==> src/rtl/output_regbank_pkg.sv <==
// Shared types, address-field positions and helpers for the output register bank.
package output_regbank_pkg;

  typedef enum logic [1:0] {
    OP_WRITE = 2'b00,
    OP_SET   = 2'b01,
    OP_CLR   = 2'b10,
    OP_TGL   = 2'b11
  } op_e;

  localparam int unsigned CH_LSB  = 12;
  localparam int unsigned CH_MSB  = 15;
  localparam int unsigned SEL_BIT = 4;
  localparam int unsigned OP_LSB  = 2;

  function automatic logic [31:0] bmask_expand(input logic [3:0] be);
    logic [31:0] m;
    m = '0;
    for (int unsigned b = 0; b < 4; b++) begin
      m[8*b +: 8] = {8{be[b]}};
    end
    return m;
  endfunction

endpackage

==> src/rtl/output_regbank_blink_prescaler.sv <==
// Blink phase generator: phase toggles once every DIV clocks.
module blink_prescaler #(
  parameter int unsigned DIV = 25_000_000
) (
  input  logic i_clk,
  input  logic i_reset,
  output logic o_phase
);

  localparam int unsigned CW = (DIV > 1) ? $clog2(DIV) : 1;

  logic [CW-1:0] cnt;

  always_ff @(posedge i_clk or negedge i_reset) begin
    if (!i_reset) begin
      cnt     <= '0;
      o_phase <= 1'b0;
    end else if (cnt == CW'(DIV - 1)) begin
      cnt     <= '0;
      o_phase <= ~o_phase;
    end else begin
      cnt <= cnt + CW'(1);
    end
  end

endmodule

==> src/rtl/output_regbank.sv <==
// Memory-mapped output register bank: NUM_CH channels, byte-enabled atomic ops.
// Optional blink engine compiled in with `define OUTPUT_BLINK_EN.
module output_regbank
  import output_regbank_pkg::*;
#(
  parameter int unsigned NUM_CH    = 8,
  parameter logic [15:0] BASE_HI   = 16'h1000,
  parameter logic [31:0] RST_VAL   = 32'h0,
  parameter int unsigned BLINK_DIV = 25_000_000
) (
  input  logic                     i_clk,
  input  logic                     i_reset,
  input  logic                     i_wren,
  input  logic                     i_rden,
  input  logic [31:0]              i_addr,
  input  logic [31:0]              i_data,
  input  logic [3:0]               i_bmask,
  output logic [31:0]              o_rdata,
  output logic                     o_hit,
  output logic [NUM_CH*32-1:0]     o_chan
);

  logic [3:0]  ch;
  logic        sel_blink;
  op_e         op;
  logic        bank_hit;
  logic        ch_ok;
  logic [31:0] mask;
  logic [31:0] wdata;
  logic [31:0] rd_raw;
  logic [31:0] data_r [NUM_CH];
  logic        unused_addr;

  assign ch        = i_addr[CH_MSB:CH_LSB];
  assign sel_blink = i_addr[SEL_BIT];
  assign op        = op_e'(i_addr[OP_LSB+1:OP_LSB]);
  assign bank_hit  = (i_addr[31:16] == BASE_HI);
  assign ch_ok     = (32'(ch) < NUM_CH);
  assign mask      = bmask_expand(i_bmask);
  assign wdata     = i_data & mask;
  assign unused_addr = ^{i_addr[11:5], i_addr[1:0]};

  function automatic logic [31:0] apply_op(input op_e o, input logic [31:0] r,
                                           input logic [31:0] m, input logic [31:0] d);
    case (o)
      OP_WRITE: return (r & ~m) | d;
      OP_SET:   return r | d;
      OP_CLR:   return r & ~d;
      OP_TGL:   return r ^ d;
      default:  return r;
    endcase
  endfunction

  always_ff @(posedge i_clk or negedge i_reset) begin
    if (!i_reset) begin
      for (int unsigned k = 0; k < NUM_CH; k++) data_r[k] <= RST_VAL;
    end else if (i_wren && o_hit && !sel_blink) begin
      for (int unsigned k = 0; k < NUM_CH; k++) begin
        if (32'(ch) == k) data_r[k] <= apply_op(op, data_r[k], mask, wdata);
      end
    end
  end

`ifdef OUTPUT_BLINK_EN
  logic [31:0] blink_r [NUM_CH];
  logic        phase;

  assign o_hit = bank_hit && ch_ok;

  // Blink masks take plain write semantics whatever the op field says.
  always_ff @(posedge i_clk or negedge i_reset) begin
    if (!i_reset) begin
      for (int unsigned k = 0; k < NUM_CH; k++) blink_r[k] <= '0;
    end else if (i_wren && o_hit && sel_blink) begin
      for (int unsigned k = 0; k < NUM_CH; k++) begin
        if (32'(ch) == k) blink_r[k] <= (blink_r[k] & ~mask) | wdata;
      end
    end
  end

  blink_prescaler #(.DIV(BLINK_DIV)) u_prescaler (
    .i_clk   (i_clk),
    .i_reset (i_reset),
    .o_phase (phase)
  );

  for (genvar k = 0; k < NUM_CH; k++) begin : g_chan
    assign o_chan[32*k +: 32] = data_r[k] & ~(blink_r[k] & {32{phase}});
  end

  always_comb begin
    rd_raw = '0;
    for (int unsigned k = 0; k < NUM_CH; k++) begin
      if (32'(ch) == k) rd_raw = sel_blink ? blink_r[k] : data_r[k];
    end
  end
`else
  logic unused_cfg;

  assign unused_cfg = ^BLINK_DIV;
  assign o_hit      = bank_hit && ch_ok && !sel_blink;

  for (genvar k = 0; k < NUM_CH; k++) begin : g_chan
    assign o_chan[32*k +: 32] = data_r[k];
  end

  always_comb begin
    rd_raw = '0;
    for (int unsigned k = 0; k < NUM_CH; k++) begin
      if (32'(ch) == k) rd_raw = data_r[k];
    end
  end
`endif

  // Read data is captured from pre-write state, so a same-cycle write is not visible.
  always_ff @(posedge i_clk or negedge i_reset) begin
    if (!i_reset) begin
      o_rdata <= '0;
    end else if (i_rden) begin
      o_rdata <= o_hit ? rd_raw : '0;
    end
  end

endmodule

==> config.mk <==
export PLATFORM = sky130hd
export DESIGN_NAME = output_regbank
export DESIGN_NICKNAME = d
export VERILOG_FILES = /design/src/rtl/output_regbank_pkg.sv /design/src/rtl/output_regbank_blink_prescaler.sv /design/src/rtl/output_regbank.sv
export SDC_FILE = /design/constraint.sdc
export NUM_CORES = 1
export LEC_CHECK = 0
export BUFFER_PORTS_ARGS = -buffer_cell sky130_fd_sc_hd__buf_4
export CAP_MARGIN = 25
export CORE_ASPECT_RATIO = 0.75
export CORE_MARGIN = 4
export CORE_UTILIZATION = 49
export DETAILED_ROUTE_END_ITERATION = 10
export HOLD_SLACK_MARGIN = 0.08
export PLACE_DENSITY = 0.71
export SYNTH_ARGS = -nofsm -noshare
export SYNTH_HDL_FRONTEND = slang
export SYNTH_SLANG_ARGS = --single-unit
export TNS_END_PERCENT = 1
==> constraint.sdc <==
create_clock -name i_clk -period 1.5 [get_ports i_clk]
set_input_delay 0.15 -clock i_clk [delete_from_list [all_inputs] [get_ports i_clk]]
set_output_delay 0.15 -clock i_clk [all_outputs]
set_load 0.05 [all_outputs]
Yosys cells after proc, flatten, opt, wreduce, memory -nomap -nowiden
Index checks and enable logic that the tools add are counted.

storage, ports and cells
  register bits after elaboration = 288
  logic and storage cells = 96

operators by class
  bitwise operators = 43
  equality and inequality tests = 11
  order comparisons = 1
  reduce and logical (&&, ||, !) cells = 15
  multiplexer cells = 17

operator list
  kind                                                                     count
  32-bit one-hot mux with 4 select lines                                   8
  32-bit bitwise AND                                                       17
  32-bit OR                                                                16
  32-bit two-way mux                                                       9
  32-bit XOR                                                               8
  32-bit inverter                                                          2
  16-bit by 13-bit equality test with 1-bit output, second input constant  1
  4-bit by 3-bit equality test with 1-bit output, second input constant    4
  2-bit AND reduction                                                      8
  4-bit by 2-bit equality test with 1-bit output, second input constant    2
  2-bit equality test, second input constant                               2
  4-bit by 1-bit equality test with 1-bit output, second input constant    1
  1-bit logical AND                                                        4
  4-bit logical NOT                                                        1
  4-bit < comparator, second input constant                                1
  2-bit by 1-bit equality test with 1-bit output, second input constant    1
  2-bit logical NOT                                                        1
  1-bit logical NOT                                                        1

Logic depth before layout (Yosys ltp)
Gate-level depths: netlist (run 1).

  depth after elaboration = 10
  depth in mapped cells = 9

Worst setup path before layout (run 1)
OpenSTA, ideal clock, no wires.

  path type = in2reg
  start = input i_addr[20]
  end = register data_r (netlist bit o_chan[32])
  library setup time = 0.118 ns
  arrival time = 1.786 ns
  stages on the path = 6
  setup slack = -0.405 ns
  path buffers = 1
  path through = or4_1 -> nor3_4 -> nand3_1 -> or3_1 -> clkbuf_1 -> a21o_1

between the ends
  longest elaborated chain between the ends = 6

RTL lines
  what                                              RTL line               source
  start, declared                                   output_regbank.sv:15   input logic [31:0] i_addr,
  16-bit by 13-bit equality test with 1-bit output  output_regbank.sv:37   assign bank_hit = (i_addr[31:16] == BASE_HI);
  1-bit logical AND (2 in a row)                    output_regbank.sv:101  assign o_hit = bank_hit && ch_ok && !sel_blink;
  1-bit logical AND (2 in a row)                    output_regbank.sv:57   end else if (i_wren && o_hit && !sel_blink) begin
  2-bit AND reduction (no source line)              --
  end signal, assigned by index                     output_regbank.sv:59   if (32'(ch) == k) data_r[k] <= apply_op(op, data_r[k], mask, wdata);
  end, declared                                     output_regbank.sv:31   logic [31:0] data_r [NUM_CH];

No other way between the ends.
A chain may end at the register's enable or synchronous reset.

Worst setup path after layout (run 1)
  start = input i_addr[24]
  end = register data_r (netlist bit o_chan[147])

The elaborated chain is that of the path after synthesis.

==> results of run 1 <==
## routing by layer
metal	wire [microns]	global-route usage [%]	vias up
li1	-	-	10353
met4	2940	10.88	4
met1	39770	59.42	11362
met5	33	0	-
met3	14440	14.91	182
met2	36990	52.19	1623
## cells in the final DEF (no fill, tap or decap), types with 4 or more instances in the layout
cell,count
a21oi_4,4
nor2b_1,8
o21ai_1,69
o21ai_0,420
nand3_2,5
o211ai_1,28
clkbuf_1,9
dlygate4sd3_1,4
clkbuf_8,8
a22oi_1,13
ha_1,256
o221ai_1,12
nand2b_1,14
clkbuf_16,37
nand2_1,300
nand4_1,5
buf_4,573
a211oi_1,16
a21oi_1,353
o21ai_2,23
a211oi_2,13
dfrtp_2,14
clkinv_2,4
buf_12,49
buf_6,17
nor3_1,10
o22a_1,23
buf_8,4
nor2_1,230
inv_1,54
dfrtp_1,274
mux2i_1,40
a21o_1,33
o22ai_1,29
a221oi_1,6
a211o_1,78
## power groups by stage
stage | clock network (mW) | logic (mW) | registers [mW]
finish | 9.02 | 3.12 | 7.77
CTS | 8.99 | 2.98 | 7.77
global route | 9.33 | 3.38 | 7.76
global placement | 0 | 2.85 | 7.91
detailed placement | 0 | 2.95 | 7.91
floorplan | 0 | 1.54 | 7.91
## worst register-to-register path, cell delays in order, from the launching register on
cell and delay, ns:
dfrtp_2 0.45, mux2i_2 0.21, buf_4 0.16, o22a_1 0.22, o21ai_1 0.09, a21oi_1 0.14
o22ai_1 0.09
## through the flow
stage               power [mW]  utilization, %  std cells  setup slack [ns]  hold slack [ns]
floorplan                9.455               -       2607           -0.3362          -0.1456
global placement         10.76           62.34       3590           -0.6261           0.1431
detailed placement       10.86           62.34       3590           -0.6815           0.1455
CTS                      19.74           65.60       3659          -0.02673          0.08780
global route             20.47           66.20       3659           -0.1189           0.1117
finish                   19.90           66.20       3659          -0.05823          0.07132
## final cells by class
class	instances	area, sq um	share of cell area [%]
clock inverters	7	110.1	0.3956
repair buffers	650	5657	20.32
clock buffers	54	1070	3.844
inverters	54	202.7	0.7283
flip-flops and latches	288	7224	25.96
multi-input cells	2037	12860	46.19
well taps	569	711.9	2.558
## flip-flops by register name, summed over array words and instances (netlist names)
signal / flops
o_chan: 256
o_rdata: 32
## cells by family (layout without fill, tap and decap cells)
family | Yosys count | after routing | synth area share, %
compound gates | 1129 | 1129 | 30.75
simple gates | 607 | 607 | 11.98
flops | 288 | 288 | 34.58
buf+inv | 282 | 765 | 5.139
fa+ha+maj | 256 | 256 | 15.37
mux | 45 | 45 | 2.185
## worst min path at each step
stage | cells after the start | slack [ns] | end
after floorplan | 0 | -0.15 | o_chan[0]
after global placement | 1 | 0.14 | o_chan[214]
after detailed placement | 1 | 0.15 | o_chan[214]
after CTS | 5 | 0.09 | o_chan[162]
after global routing | 4 | 0.11 | o_chan[101]
final | 5 | 0.07 | o_chan[160]
## cell usage after synthesis (2+ instances only)
| master | number |
|---|---|
| nor4b_1 | 2 |
| mux2_2 | 4 |
| and4_1 | 4 |
| a22oi_1 | 15 |
| or3_1 | 3 |
| dfrtp_1 | 288 |
| buf_1 | 6 |
| a211o_1 | 78 |
| and3_1 | 3 |
| nor3_1 | 10 |
| a211oi_1 | 29 |
| ha_1 | 256 |
| nand2_1 | 300 |
| o22a_1 | 23 |
| o21ai_0 | 512 |
| mux2i_1 | 41 |
| o22ai_1 | 29 |
| a21oi_1 | 359 |
| a221oi_1 | 6 |
| clkbuf_1 | 212 |
| nor2b_1 | 10 |
| o221ai_1 | 12 |
| o211ai_1 | 28 |
| a21o_1 | 33 |
| nand2b_1 | 14 |
| inv_1 | 54 |
| a31oi_1 | 2 |
| buf_2 | 10 |
| o2111ai_1 | 2 |
| and3b_1 | 2 |
| or2_0 | 2 |
| and4b_1 | 3 |
| nand3_1 | 7 |
| nand4_1 | 5 |
| nor2_1 | 233 |
## what timing repair did
item	in CTS	in global routing
gates resized for setup	36	150
gates cloned	2	0
hold buffers	4	0
pin swaps	7	11
endpoints found under the hold margin	299	0
buffers inserted	3	0
setup endpoints to repair	228	248
==> results_dict.tcl, run 1 <==
set metrics [dict create \
    antenna_found_initial 1 \
    crit_top_cell "buf_6" \
    yosysTopAreaCell "dfrtp_1" \
    ys_top_cells_by_area "dfrtp_1 (35%), ha_1 (15%), o21ai_0 (12%)" \
    critPathCapture "o_chan[147]" \
    min_path_type "primary input to flop" \
    power_frac_comb_pct 15.7 \
    clkSinkCount 288 \
    setup_viol 49 \
    grt.total_usage_pct 39.38 \
    design_area_sq_um 27830 \
    critPathKind "primary input to flop" \
    cp_cell_sequence "buf_6 -> or4_4 -> nor2_4 -> buf_6 -> buf_6 -> nand4_1 -> buf_6 -> buf_12 -> o21ai_0 -> o21ai_0" \
    insertion_delay_ns 0.54 \
    hpwl_microns 69240 \
    switching_share_pct 28.16 \
    violations "setup timing" \
    synth_top_area_share_pct 34.58 \
    synth_cells 2607 \
    hold_viol 0 \
    crit_family "simple AND/OR/NAND/NOR gates" \
    slowest_delay_ns 0.58 \
    r2r_cells 6 \
    nFillCells 3518 \
    outcome "complete, but fails checks" \
    r2r_slack_ns 0.04 \
    drive_above_1_share_pct 25.37 \
    cp_max_fo 16 \
    nets 3394 \
    first_pass_iters 8 \
    avgSynthCellArea_sq_um 7.994 \
    crit_path_end_kind "flop" \
    timing.critical_path.from "i_addr[24]" \
    vias 23524 \
    cts_tree "done" \
    wire_per_inst_microns 25.73 \
    p_leak_nw 13.77 \
    crit_cells 10 \
    cp_slowest_cell "or4_4" \
    syn-cell-area_sq_um 20840 \
    rows 65 \
    synth_warnings 0 \
    grt_start_max_net_pins 93 \
    grt_pass1_vias 21519 \
    place_area_sq_um 26210 \
    synthArstFlopShare_pct 100.0 \
    synth_nets 2935 \
    slew_violations 0 \
    seqPwrFrac_pct 39.0 \
    clk_pin_slew_ns 0.07 \
    grt_overflow 0 \
    synth_cell_types 45 \
    wirelength_microns 94160 \
    worst_slack_ns -0.05823 \
    synth_edf_count 0 \
    worstPathRequired_ns 1.91 \
    grt_pass1_wl_microns 139300 \
    reg2reg_to "o_rdata[21]" \
    clk_path_buf_depth 3 \
    numCtsBuffers 35 \
    gp_congestion 1.016 \
    yosys_most_used_dff "dfrtp_1" \
    p_int_mw 14.30 \
    dieArea_sq_um 45930 \
    period_share_pct 103.9 \
    syn_to_final_growth_pct 33.55 \
    start_util_pct 49.57 \
    htree_levels 2 \
    hp-start "i_data[0]" \
    viasPerCell 6.429 \
    drcViolationCount 0 \
    relSlewSlack_pct 55.73 \
    max_clock_freq_mhz 641.8 \
    yosysSeqAreaShare_pct 34.58 \
    startpoint_type "primary input" \
    finalClockSkew_ns 0.01686 \
    reg2reg_from "o_chan[85]" \
    cts_root_buffer "clkbuf_16" \
    numPortBuffers 351 \
    crit_buf_inv 5 \
    dieHeight_microns 186.6 \
    maxCapViolations 0 \
    diodes 0 \
    rsz0062_at_grt "true" \
    pwr-share-clk_pct 45.3 \
    synth_seq_cells 288 \
    antenna_left 0 \
    finalCriticalPeriod_ns 1.558 \
    worst_pin_slew_ns 0.6610 \
    p_switching_mw 5.604 \
    power_density_nw_per_um2 715.1 \
    setup_tns_ns -0.7556 \
    core_sq_um 42050 \
    vdd_drop_max_mv 0.7083 \
    ios 361 \
    fp.dieW_microns 246.1 \
    crit_arrival_ns 1.97 \
    drt_iter0_markers 3352 \
]
Note: power is estimated with default switching activity, not from simulation.
==> run 2, diff against run 1 <==
--- a/config.mk
+++ b/config.mk
@@ -5,6 +5,7 @@
 export SDC_FILE = /design/constraint.sdc
 export NUM_CORES = 1
 export LEC_CHECK = 0
+export ABC_AREA = 1
 export BUFFER_PORTS_ARGS = -buffer_cell sky130_fd_sc_hd__buf_4
 export CAP_MARGIN = 25
 export CORE_ASPECT_RATIO = 0.75
@@ -12,7 +13,7 @@
 export CORE_UTILIZATION = 49
 export DETAILED_ROUTE_END_ITERATION = 10
 export HOLD_SLACK_MARGIN = 0.08
-export PLACE_DENSITY = 0.71
+export PLACE_DENSITY = 0.7
 export SYNTH_ARGS = -nofsm -noshare
 export SYNTH_HDL_FRONTEND = slang
 export SYNTH_SLANG_ARGS = --single-unit
==> run 2 against run 1 <==
The flow now finishes without violations. Clock power rose by 2%. Total power is 4.5% higher. Non-clock buffer count rose by 21. Die area grew 13%. Via count increased by 16%. Global-route usage shrank 3.1 points. Routed wire length rose by 3.7%. Combinational power is 24% higher. Sequential power about the same. Critical path depth down 8. Maximum frequency rose by 5.2%. Register-to-register slack improved by 0.02 ns. Highest routed layer is now met4.
==> results_dict.tcl, run 2 <==
set metrics [dict create \
    switching_share_pct 29.34 \
    synth.most_common_cell "nand2_1" \
    drt_iter0_markers 3393 \
    grt_pass1_wl_microns 150700 \
    drcViolationCount 0 \
    numPortBuffers 351 \
    clkSinkCount 288 \
    relSlewSlack_pct 47.18 \
    wire_per_inst_microns 20.47 \
    yosysTopAreaCell "dfrtp_1" \
    p_switching_mw 6.102 \
    synth_cells 3628 \
    fin_total_pwr_mw 20.80 \
    vias 27238 \
    ios 361 \
    worstPathRequired_ns 1.35 \
    numCtsBuffers 37 \
    hpwl_microns 69370 \
    layout.cells.most_common "nand2_1" \
    power_frac_comb_pct 18.5 \
    worst_slack_ns 0.01935 \
    antenna_found_initial 0 \
    startpoint_type "flop" \
    fp.dieW_microns 262.2 \
    p_int_mw 14.70 \
    synth_seq_cells 288 \
    design_area_sq_um 31290 \
    clk_pin_slew_ns 0.06 \
    avgSynthCellArea_sq_um 6.546 \
    grt_start_max_net_pins 109 \
    hold_viol 0 \
    cp_cell_sequence "buf_4 -> buf_4" \
    postCtsSetupBuffers 0 \
    rows 69 \
    diodes 0 \
    vdd_drop_max_mv 0.6132 \
    synth_warnings 0 \
    dieArea_sq_um 52090 \
    grt.total_usage_pct 36.23 \
    pwr-share-clk_pct 44.1 \
    reg2reg_to "o_rdata[20]" \
    min_path_type "primary input to async pin" \
    r2r_slack_ns 0.06 \
    crit_path_end_kind "output pin" \
    finalCriticalPeriod_ns 1.481 \
    synth_cell_types 24 \
    htree_levels 2 \
    outcome "completed" \
    crit_arrival_ns 1.33 \
    dp_slack_ns -0.4364 \
    place_area_sq_um 30020 \
    maxCapViolations 0 \
    max_clock_freq_mhz 675.4 \
    largest_reg_flops 256 \
    antenna_left 0 \
    ys_top_cells_by_area "dfrtp_1 (30%), nand2_1 (16%), ha_1 (13%)" \
    grt_pass1_vias 25326 \
    finalClockSkew_ns 0.02068 \
    multi_input_area_sq_um 13730 \
    nets 4436 \
    gp_congestion 0.9364 \
    synth_nets 3956 \
    critPathKind "flop to output pin" \
    synthArstFlopShare_pct 100.0 \
    layout_common_cells "nand2_1 (1,016), buf_4 (558), inv_1 (509), o21ai_0 (478), nand3_1 (347)" \
    whs_ns 0.09730 \
    slowest_delay_ns 0.42 \
    slew_violations 0 \
    core_sq_um 47660 \
    yosys_most_used_dff "dfrtp_1" \
    synthTopCellsByCount "nand2_1 (1,017), inv_1 (512), o21ai_0 (480), nand3_1 (348), a21oi_1 (300)" \
    clk_path_buf_depth 3 \
    p_leak_nw 16.04 \
    worst_pin_slew_ns 0.7894 \
    seqPwrFrac_pct 37.4 \
    nFillCells 4272 \
    wirelength_microns 97660 \
    cp_slowest_cell "dfrtp_1" \
    start_util_pct 49.83 \
    cp_max_fo 4 \
    drive_above_1_share_pct 18.20 \
    syn-cell-area_sq_um 23750 \
    grt_overflow 0 \
    insertion_delay_ns 0.55 \
    cts_root_buffer "clkbuf_16" \
    synth_edf_count 0 \
    reg2reg_from "o_chan[20]" \
    seq_area_sq_um 7208 \
    utilization_pct 65.65 \
    first_pass_iters 8 \
    r2r_cells 8 \
    yosysSeqAreaShare_pct 30.35 \
    synth_top_area_share_pct 30.35 \
    rsz0062_at_grt "true" \
    cts_tree "done" \
    syn_to_final_growth_pct 31.73 \
    dieHeight_microns 198.7 \
    power_density_nw_per_um2 664.8 \
    setup_viol 0 \
    crit_top_cell "buf_4" \
    period_share_pct 98.71 \
    viasPerCell 5.709 \
]
==> run 2: worst max path at each step <==
stage                from           to  slack, ns  depth (start not counted)
3_5_place_dp   i_addr[15]  o_rdata[24]      -0.44                         11
5_1_grt        o_chan[52]   o_chan[52]      -0.01                          7
6_report       o_chan[94]   o_chan[94]       0.02                          2
4_1_cts        o_chan[94]   o_chan[94]      0.009                          2
3_3_place_gp   i_addr[15]  o_rdata[24]      -0.42                         11
2_1_floorplan  i_bmask[1]   o_chan[40]      -0.06                          8
==> run 2: worst max-delay path: cells and delay by family (launching register included) <==
family	cells	cell delay, ns
buffers and inverters	2	0.37
DFF	1	0.42
==> run 2: through the flow <==
step | TNS (ns) | cells
after floorplan | -2.463 | 3628
after global placement | -61.82 | 4705
after detailed placement | -67.42 | 4705
after CTS | 0 | 4771
after global routing | -0.02478 | 4771
final | 0 | 4771
==> run 2: logic make-up (layout without fill, tap and decap cells) <==
group | count (synthesis) | in the layout | share of synthesized area (%)
and+or+nand+nor | 1533 | 1533 | 26.63
DFF | 288 | 288 | 30.35
adders and majority gates | 256 | 256 | 13.49
AOI/OAI and AO/OA | 804 | 804 | 17.26
buffers and inverters | 747 | 1251 | 12.28
==> run 2: what timing repair did <==
action                                  CTS  global route
hold endpoints to repair                309             0
gates cloned                              0             0
endpoints found under the setup margin    3             9
hold buffers                              3             0
gates resized for setup                   3             9
==> run 2: layout make-up <==
type                    instances  area share (%)
clock buffers                  53           3.407
clock inverters                10          0.4359
multi-input cells            2593           43.88
well taps                     639           2.556
flip-flops and latches        288           23.04
inverters                     517           6.231
repair buffers                671           20.45
==> run 2: layer usage <==
layer | track usage [%] | part of all wire (%) | routed length [microns]
met1 | 49.96 | 41 | 39930
met3 | 7.555 | 11 | 10750
met5 | 0 | 0 | 0
met2 | 55.21 | 43 | 41950
met4 | 16.46 | 5.2 | 5032
==> run 2: power by group through the flow <==
stage          Combinational, mW  Sequential [mW]  Clock [mW]
6_report                    3.86             7.77        9.17
5_1_grt                     4.24             7.77        9.58
4_1_cts                     3.78             7.77        9.25
3_5_place_dp                3.75             7.91           0
3_3_place_gp                3.66             7.91           0
2_1_floorplan               1.93             7.91           0
